**src/rtl/varredor_tabela_pkg.sv**
```systemverilog
// Shared types and constants for the truth-table scanner.
// State encoding, default expected table and mismatch-index helper.
package varredor_tabela_pkg;

  typedef enum logic [1:0] {
    IDLE   = 2'd0,
    DRIVE  = 2'd1,
    SAMPLE = 2'd2,
    FIM    = 2'd3
  } estado_t;

  localparam logic [7:0] ESPERADO_PADRAO = 8'h63;

  // Lowest set bit position, 0 when no bit is set.
  function automatic logic [2:0] menor_bit(input logic [7:0] v);
    logic [2:0] r;
    r = '0;
    for (int i = 7; i >= 0; i--) begin
      if (v[i]) r = 3'(i);
    end
    return r;
  endfunction

endpackage

```
**src/rtl/varredor_tabela_contador.sv**
```systemverilog
// Settling-time counter for the scanner.
// Cleared to zero by i_clr, counts on i_en, flags the last wait cycle.
module contador_espera (
  input  logic       clk,
  input  logic       rst_n,
  input  logic       i_clr,
  input  logic       i_en,
  input  logic [3:0] i_lim,
  output logic       o_tc
);

  logic [3:0] r_cnt;

  always_ff @(posedge clk or negedge rst_n) begin
    if (!rst_n) begin
      r_cnt <= '0;
    end else if (i_clr) begin
      r_cnt <= '0;
    end else if (i_en) begin
      r_cnt <= r_cnt + 4'd1;
    end
  end

  assign o_tc = (r_cnt == i_lim - 4'd1);

endmodule

```
**src/rtl/varredor_tabela.sv**
```systemverilog
// Truth-table scanner: walks {A,B,C} through 0..7, samples S,
// and compares the captured table with the expected one.
module varredor_tabela
  import varredor_tabela_pkg::*;
#(
  parameter int         SETTLE   = 2,
  parameter logic [7:0] ESPERADO = ESPERADO_PADRAO
) (
  input  logic       clk,
  input  logic       rst_n,
  input  logic       start,
  input  logic       S,
  output logic       A,
  output logic       B,
  output logic       C,
  output logic       busy,
  output logic       done,
  output logic [7:0] tabela,
  output logic       ok,
  output logic [2:0] erro_idx
);

  localparam logic [3:0] LIM = 4'(SETTLE);

  estado_t    r_estado;
  estado_t    w_prox;
  logic [2:0] r_idx;
  logic [2:0] w_idx_nxt;
  logic [2:0] r_abc;
  logic [7:0] r_tabela;
  logic [7:0] w_tab_nxt;
  logic       r_ok;
  logic [2:0] r_erro;
  logic       w_tc;
  logic       w_busy;
  logic       w_done;
  logic       w_cnt_clr;
  logic       w_cnt_en;
  logic       w_aceita;
  logic       w_captura;
  logic       w_fim_scan;

  contador_espera u_cnt (
    .clk   (clk),
    .rst_n (rst_n),
    .i_clr (w_cnt_clr),
    .i_en  (w_cnt_en),
    .i_lim (LIM),
    .o_tc  (w_tc)
  );

  always_ff @(posedge clk or negedge rst_n) begin
    if (!rst_n) r_estado <= IDLE;
    else        r_estado <= w_prox;
  end

  always_comb begin
    w_prox = r_estado;
    unique case (r_estado)
      IDLE:   if (start) w_prox = DRIVE;
      DRIVE:  if (w_tc) w_prox = SAMPLE;
      SAMPLE: w_prox = (r_idx == 3'd7) ? FIM : DRIVE;
      FIM:    w_prox = start ? DRIVE : IDLE;
      default: w_prox = IDLE;
    endcase
  end

  // FIM accepts start too, so a held start chains scans back to back.
  always_comb begin
    w_busy     = (r_estado == DRIVE) || (r_estado == SAMPLE);
    w_done     = (r_estado == FIM);
    w_cnt_en   = (r_estado == DRIVE);
    w_cnt_clr  = (r_estado != DRIVE);
    w_captura  = (r_estado == SAMPLE);
    w_aceita   = start && ((r_estado == IDLE) || (r_estado == FIM));
    w_fim_scan = w_captura && (r_idx == 3'd7);
  end

  always_comb begin
    w_tab_nxt = r_tabela;
    w_idx_nxt = r_idx;
    if (w_aceita) begin
      w_tab_nxt = '0;
      w_idx_nxt = '0;
    end else if (w_captura) begin
      w_tab_nxt[r_idx] = S;
      if (r_idx != 3'd7) w_idx_nxt = r_idx + 3'd1;
    end
  end

  always_ff @(posedge clk or negedge rst_n) begin
    if (!rst_n) begin
      r_idx    <= '0;
      r_abc    <= '0;
      r_tabela <= '0;
      r_ok     <= 1'b0;
      r_erro   <= '0;
    end else begin
      r_idx    <= w_idx_nxt;
      r_tabela <= w_tab_nxt;
      if ((w_prox == DRIVE) || (w_prox == SAMPLE))
        r_abc <= w_idx_nxt;
      else
        r_abc <= '0;
      if (w_fim_scan) begin
        r_ok   <= (w_tab_nxt == ESPERADO);
        r_erro <= menor_bit(w_tab_nxt ^ ESPERADO);
      end
    end
  end

  assign {A, B, C} = r_abc;
  assign busy      = w_busy;
  assign done      = w_done;
  assign tabela    = r_tabela;
  assign ok        = r_ok;
  assign erro_idx  = r_erro;

endmodule

```
**config.mk**
```make
export PLATFORM = sky130hd
export DESIGN_NAME = varredor_tabela
export DESIGN_NICKNAME = d
export VERILOG_FILES = /design/src/rtl/varredor_tabela_pkg.sv /design/src/rtl/varredor_tabela_contador.sv /design/src/rtl/varredor_tabela.sv
export SDC_FILE = /design/constraint.sdc
export NUM_CORES = 1
export LEC_CHECK = 0
export BUFFER_PORTS_ARGS = -buffer_cell sky130_fd_sc_hd__buf_2
export CELL_PAD_IN_SITES_DETAIL_PLACEMENT = 1
export CELL_PAD_IN_SITES_GLOBAL_PLACEMENT = 1
export CORE_ASPECT_RATIO = 0.5
export CORE_UTILIZATION = 39
export CTS_CLUSTER_SIZE = 28
export DETAILED_ROUTE_END_ITERATION = 8
export PLACE_DENSITY = 0.78
export SLEW_MARGIN = 15
export SYNTH_ARGS = -nofsm -noshare
export SYNTH_HDL_FRONTEND = slang
export SYNTH_HIERARCHICAL = 1
export SYNTH_SLANG_ARGS = --single-unit
```
**constraint.sdc**
```tcl
create_clock -name clk -period 2.1 [get_ports clk]
set_input_delay 0.21 -clock clk [delete_from_list [all_inputs] [get_ports clk]]
set_output_delay 0.21 -clock clk [all_outputs]
set_load 0.005 [all_outputs]
```
==> summary.md <==
| Metric | Value |
|---|---|
| Status | `finished, final reports clean` |
| Layout cell share with drive strength beyond 1 | `0.269` |
| Worst Skew | `0.00277 ns` |
| DRT Pass-1 Iters | `4` |
| Max_slew headroom | `0.634` |
| Cell area after synthesis | `0.00138 sq mm` |
| Most used DFF post-synth | `dfrtp_1` |
| CTS max path bufs | `2` |
| RSZ-0062 raised after global routing | `yes` |
| Iteration-0 DRC Markers | `25` |
| Fin. Hold Viols | `0` |
| Clock share of power | `0.223` |
| Final Net Count | `187` |
| P per Cell Area | `816 mW/mm^2` |
| Die W | `86.0 microns` |
| Post-layout min period | `2.06 ns` |
| Fin crit share | `0.981` |
| Number of global-route vias before repair | `1120` |
| Placer Congestion | `0.779` |
| #FFs+latches synth | `24` |
| Std cell rows | `14` |
| Core footprint | `0.00317 sq mm` |
| GRT Total Usage | `0.178` |
| Die H | `44.0 microns` |
| Setup total negative slack | `0 ns` |
| CTS Buf Count | `3` |
| First-pass GRT wire length | `5110 microns` |
| CP endpoint kind | `flop` |
| Port bufs | `20` |
| Sw Share | `0.350` |
| Clock Pin Slew Worst Setup and Hold Paths | `0.09 ns` |
| Leakage | `0.832 nW` |
| P_sw | `494 uW` |
| Clk_lat worst skew | `0.26 ns` |
| WL per Instance | `13.8 microns` |
| Synthesized instance count | `138` |
| Sequential share of the synthesized area | `0.436` |
| Diodes inserted | `0` |
| Area after DPL | `0.00160 sq mm` |
| Clk sinks | `24` |
| Io pins | `21` |
| Post-synth EDFFs | `0` |
| CTS tree | `done` |
| Initial Util | `0.434` |
| CP Max Fanout | `3` |
| Cell Int Power | `919 uW` |
| DRC | `0` |
| Critical path required time | `2.28 ns` |
| Max capacitance violation total | `0` |
| GRT overflow | `0` |
| Area grow syn2layout | `25.8%` |
| CP max stage delay | `0.43 ns` |
| Warnings from Yosys | `6` |
| Final WL | `3080 microns` |
| H-tree levels | `1` |
| Syn avg cell area | `9.97 sq um` |
| Kind of critical path | `reg -> reg` |
| Worst-margin pin slew | `0.549 ns` |
| Hpwl dp | `2290 microns` |
| Comb power frac | `0.384` |
| Final Max Slew Viols | `0` |
| Vias per inst | `4.97` |
| CTS root buf | `clkbuf_8` |
| Final instance area | `0.00173 sq mm` |
| Cell variety after synth | `38` |
| Setup violations, final | `0` |
| Hold crit path type | `in -> reg` |
| Final ANT Viol Nets | `0` |
| Maximum VDD drop | `0.438 mV` |
| Setup crit start kind | `flop` |
| Largest net degree at the start of global routing | `25` |
| Initial antenna violation count | `0` |
| CP dominant cell by count | `xnor2_2` |
| Arr. time, crit path | `2.24 ns` |
| Die area | `0.00378 sq mm` |
| Ys async rst share | `1.00` |
| Maximum clock rate | `0.486 GHz` |
| Slowest CP cell | `dfrtp_1` |
| Total number of vias | `1109` |
| Seq pwr share | `0.393` |
| Cells along the critical path | `xnor2_2 > xnor2_1 > nor4_2 > inv_1 > a21o_1 > a222oi_1 > buf_4 > xnor2_2 > nor3_1` |
## critical path: cells and delay by family (launching register included)
| family | cells | cell delay [ns] |
|---|---|---|
| and+or+nand+nor | 2 | 0.49 |
| AOI/OAI and AO/OA | 2 | 0.43 |
| DFF | 1 | 0.43 |
| xor gates and xnor gates | 3 | 0.34 |
| buffers and inverters | 2 | 0.28 |
## what timing repair did
| action | CTS | global route |
|---|---|---|
| endpoints found under the setup margin | 2 | 7 |
| hold buffers | 1 | 0 |
| buffers inserted | 1 | 2 |
| pin swaps | 1 | 3 |
| gates resized for setup | 0 | 7 |
| endpoints found under the hold margin | 24 | 0 |
## area by class of cell
type	instances	area, sq um
Multi-Input combinational cell	105	774
Clock buffer	4	55.1
Inverter	8	30.0
Sequential cell	24	601
Tap cell	48	60.1
Fill cell	380	1440
Timing Repair Buffer	34	211
## per-layer routing
layer	part of all wire	track usage
met5	0	0
met4	0.023	0.0467
met3	0.013	0.0438
met2	0.47	0.317
met1	0.50	0.220
## cell usage after synthesis, types with 2 or more instances
master | count | share of area
o21ai_0 | 4 | 0.015
nand2_1 | 6 | 0.016
dfrtp_1 | 24 | 0.44
nor2b_1 | 2 | 0.0091
mux2i_1 | 10 | 0.073
xnor2_1 | 9 | 0.057
conb_1 | 2 | 0.0055
buf_2 | 4 | 0.015
a21oi_1 | 6 | 0.022
clkbuf_1 | 3 | 0.0082
nand4b_1 | 3 | 0.019
nor3_1 | 4 | 0.015
nand3_1 | 3 | 0.011
nand4_1 | 3 | 0.014
nor2_1 | 17 | 0.046
inv_1 | 8 | 0.022
xor2_1 | 2 | 0.013
nor4bb_1 | 2 | 0.015
ha_1 | 7 | 0.064
## cell usage in the layout (no fill, tap or decap), types with 2 or more instances in the layout
master	synthesis	layout
nand2_1	6	6
clkbuf_8	0	4
ha_1	7	6
nand4_1	3	3
dfrtp_1	24	24
nor3_1	4	3
nor3_2	1	2
a21oi_1	6	6
nor2_1	17	17
xor2_1	2	2
buf_2	4	20
xnor2_2	0	2
buf_4	0	12
nand3_1	3	3
inv_1	8	8
xnor2_1	9	7
conb_1	2	8
o21ai_0	4	4
nand4b_1	3	3
nor2b_1	2	2
mux2i_1	10	10
## logic make-up after synthesis
family | Yosys count | synth area share
compound gates | 20 | 0.0973
xor+xnor | 11 | 0.0700
fa+ha+maj | 7 | 0.0636
buf+inv | 15 | 0.0445
flops | 24 | 0.436
mux | 10 | 0.0727
other cells | 2 | 0.00546
simple gates | 49 | 0.210
## path summary, 6_finish.rpt
check / startpoint / endpoint / slack, ns / depth (start not counted)
max in group asynchronous: rst_n / r_idx[1] / 1.28 / 2
worst min register to register: ok / ok / 0.49 / 2
worst min-delay path: S / tabela[6] / 0.34 / 3
min in group asynchronous: rst_n / tabela[1] / 0.45 / 2
worst max register to register: u_cnt/r_cnt[3] / r_abc[2] / 0.04 / 9
worst max-delay path: u_cnt/r_cnt[3] / r_abc[2] / 0.04 / 9
## power by group through the flow
stage | clock (mW) | combinational [mW] | sequential (mW)
after global routing | 0.341 | 0.617 | 0.564
final | 0.315 | 0.543 | 0.556
after detailed placement | 0 | 0.481 | 0.567
after floorplan | 0 | 0.335 | 0.559
after CTS | 0.329 | 0.493 | 0.558
after global placement | 0 | 0.468 | 0.566
## flip-flops by register name, summed over array words and instances, names as in the netlist
signal / flops
tabela: 8
u_cnt/r_cnt: 4
erro_idx: 3
r_abc: 3
r_idx: 3
r_estado: 2
ok: 1
## through the flow
stage	std cells	util	worst slack [ns]	hold slack (ns)	total power, mW
5_1_grt	223	0.546	-0.121	0.344	1.52
4_1_cts	221	0.528	0.0194	0.296	1.38
6_report	223	0.546	0.0407	0.338	1.41
2_1_floorplan	144	-	0.0911	-0.0856	0.894
3_5_place_dp	215	0.506	-0.0365	0.232	1.05
3_3_place_gp	215	0.506	0.0606	0.228	1.03
No activity file was read; power rests on OpenSTA's default activity.
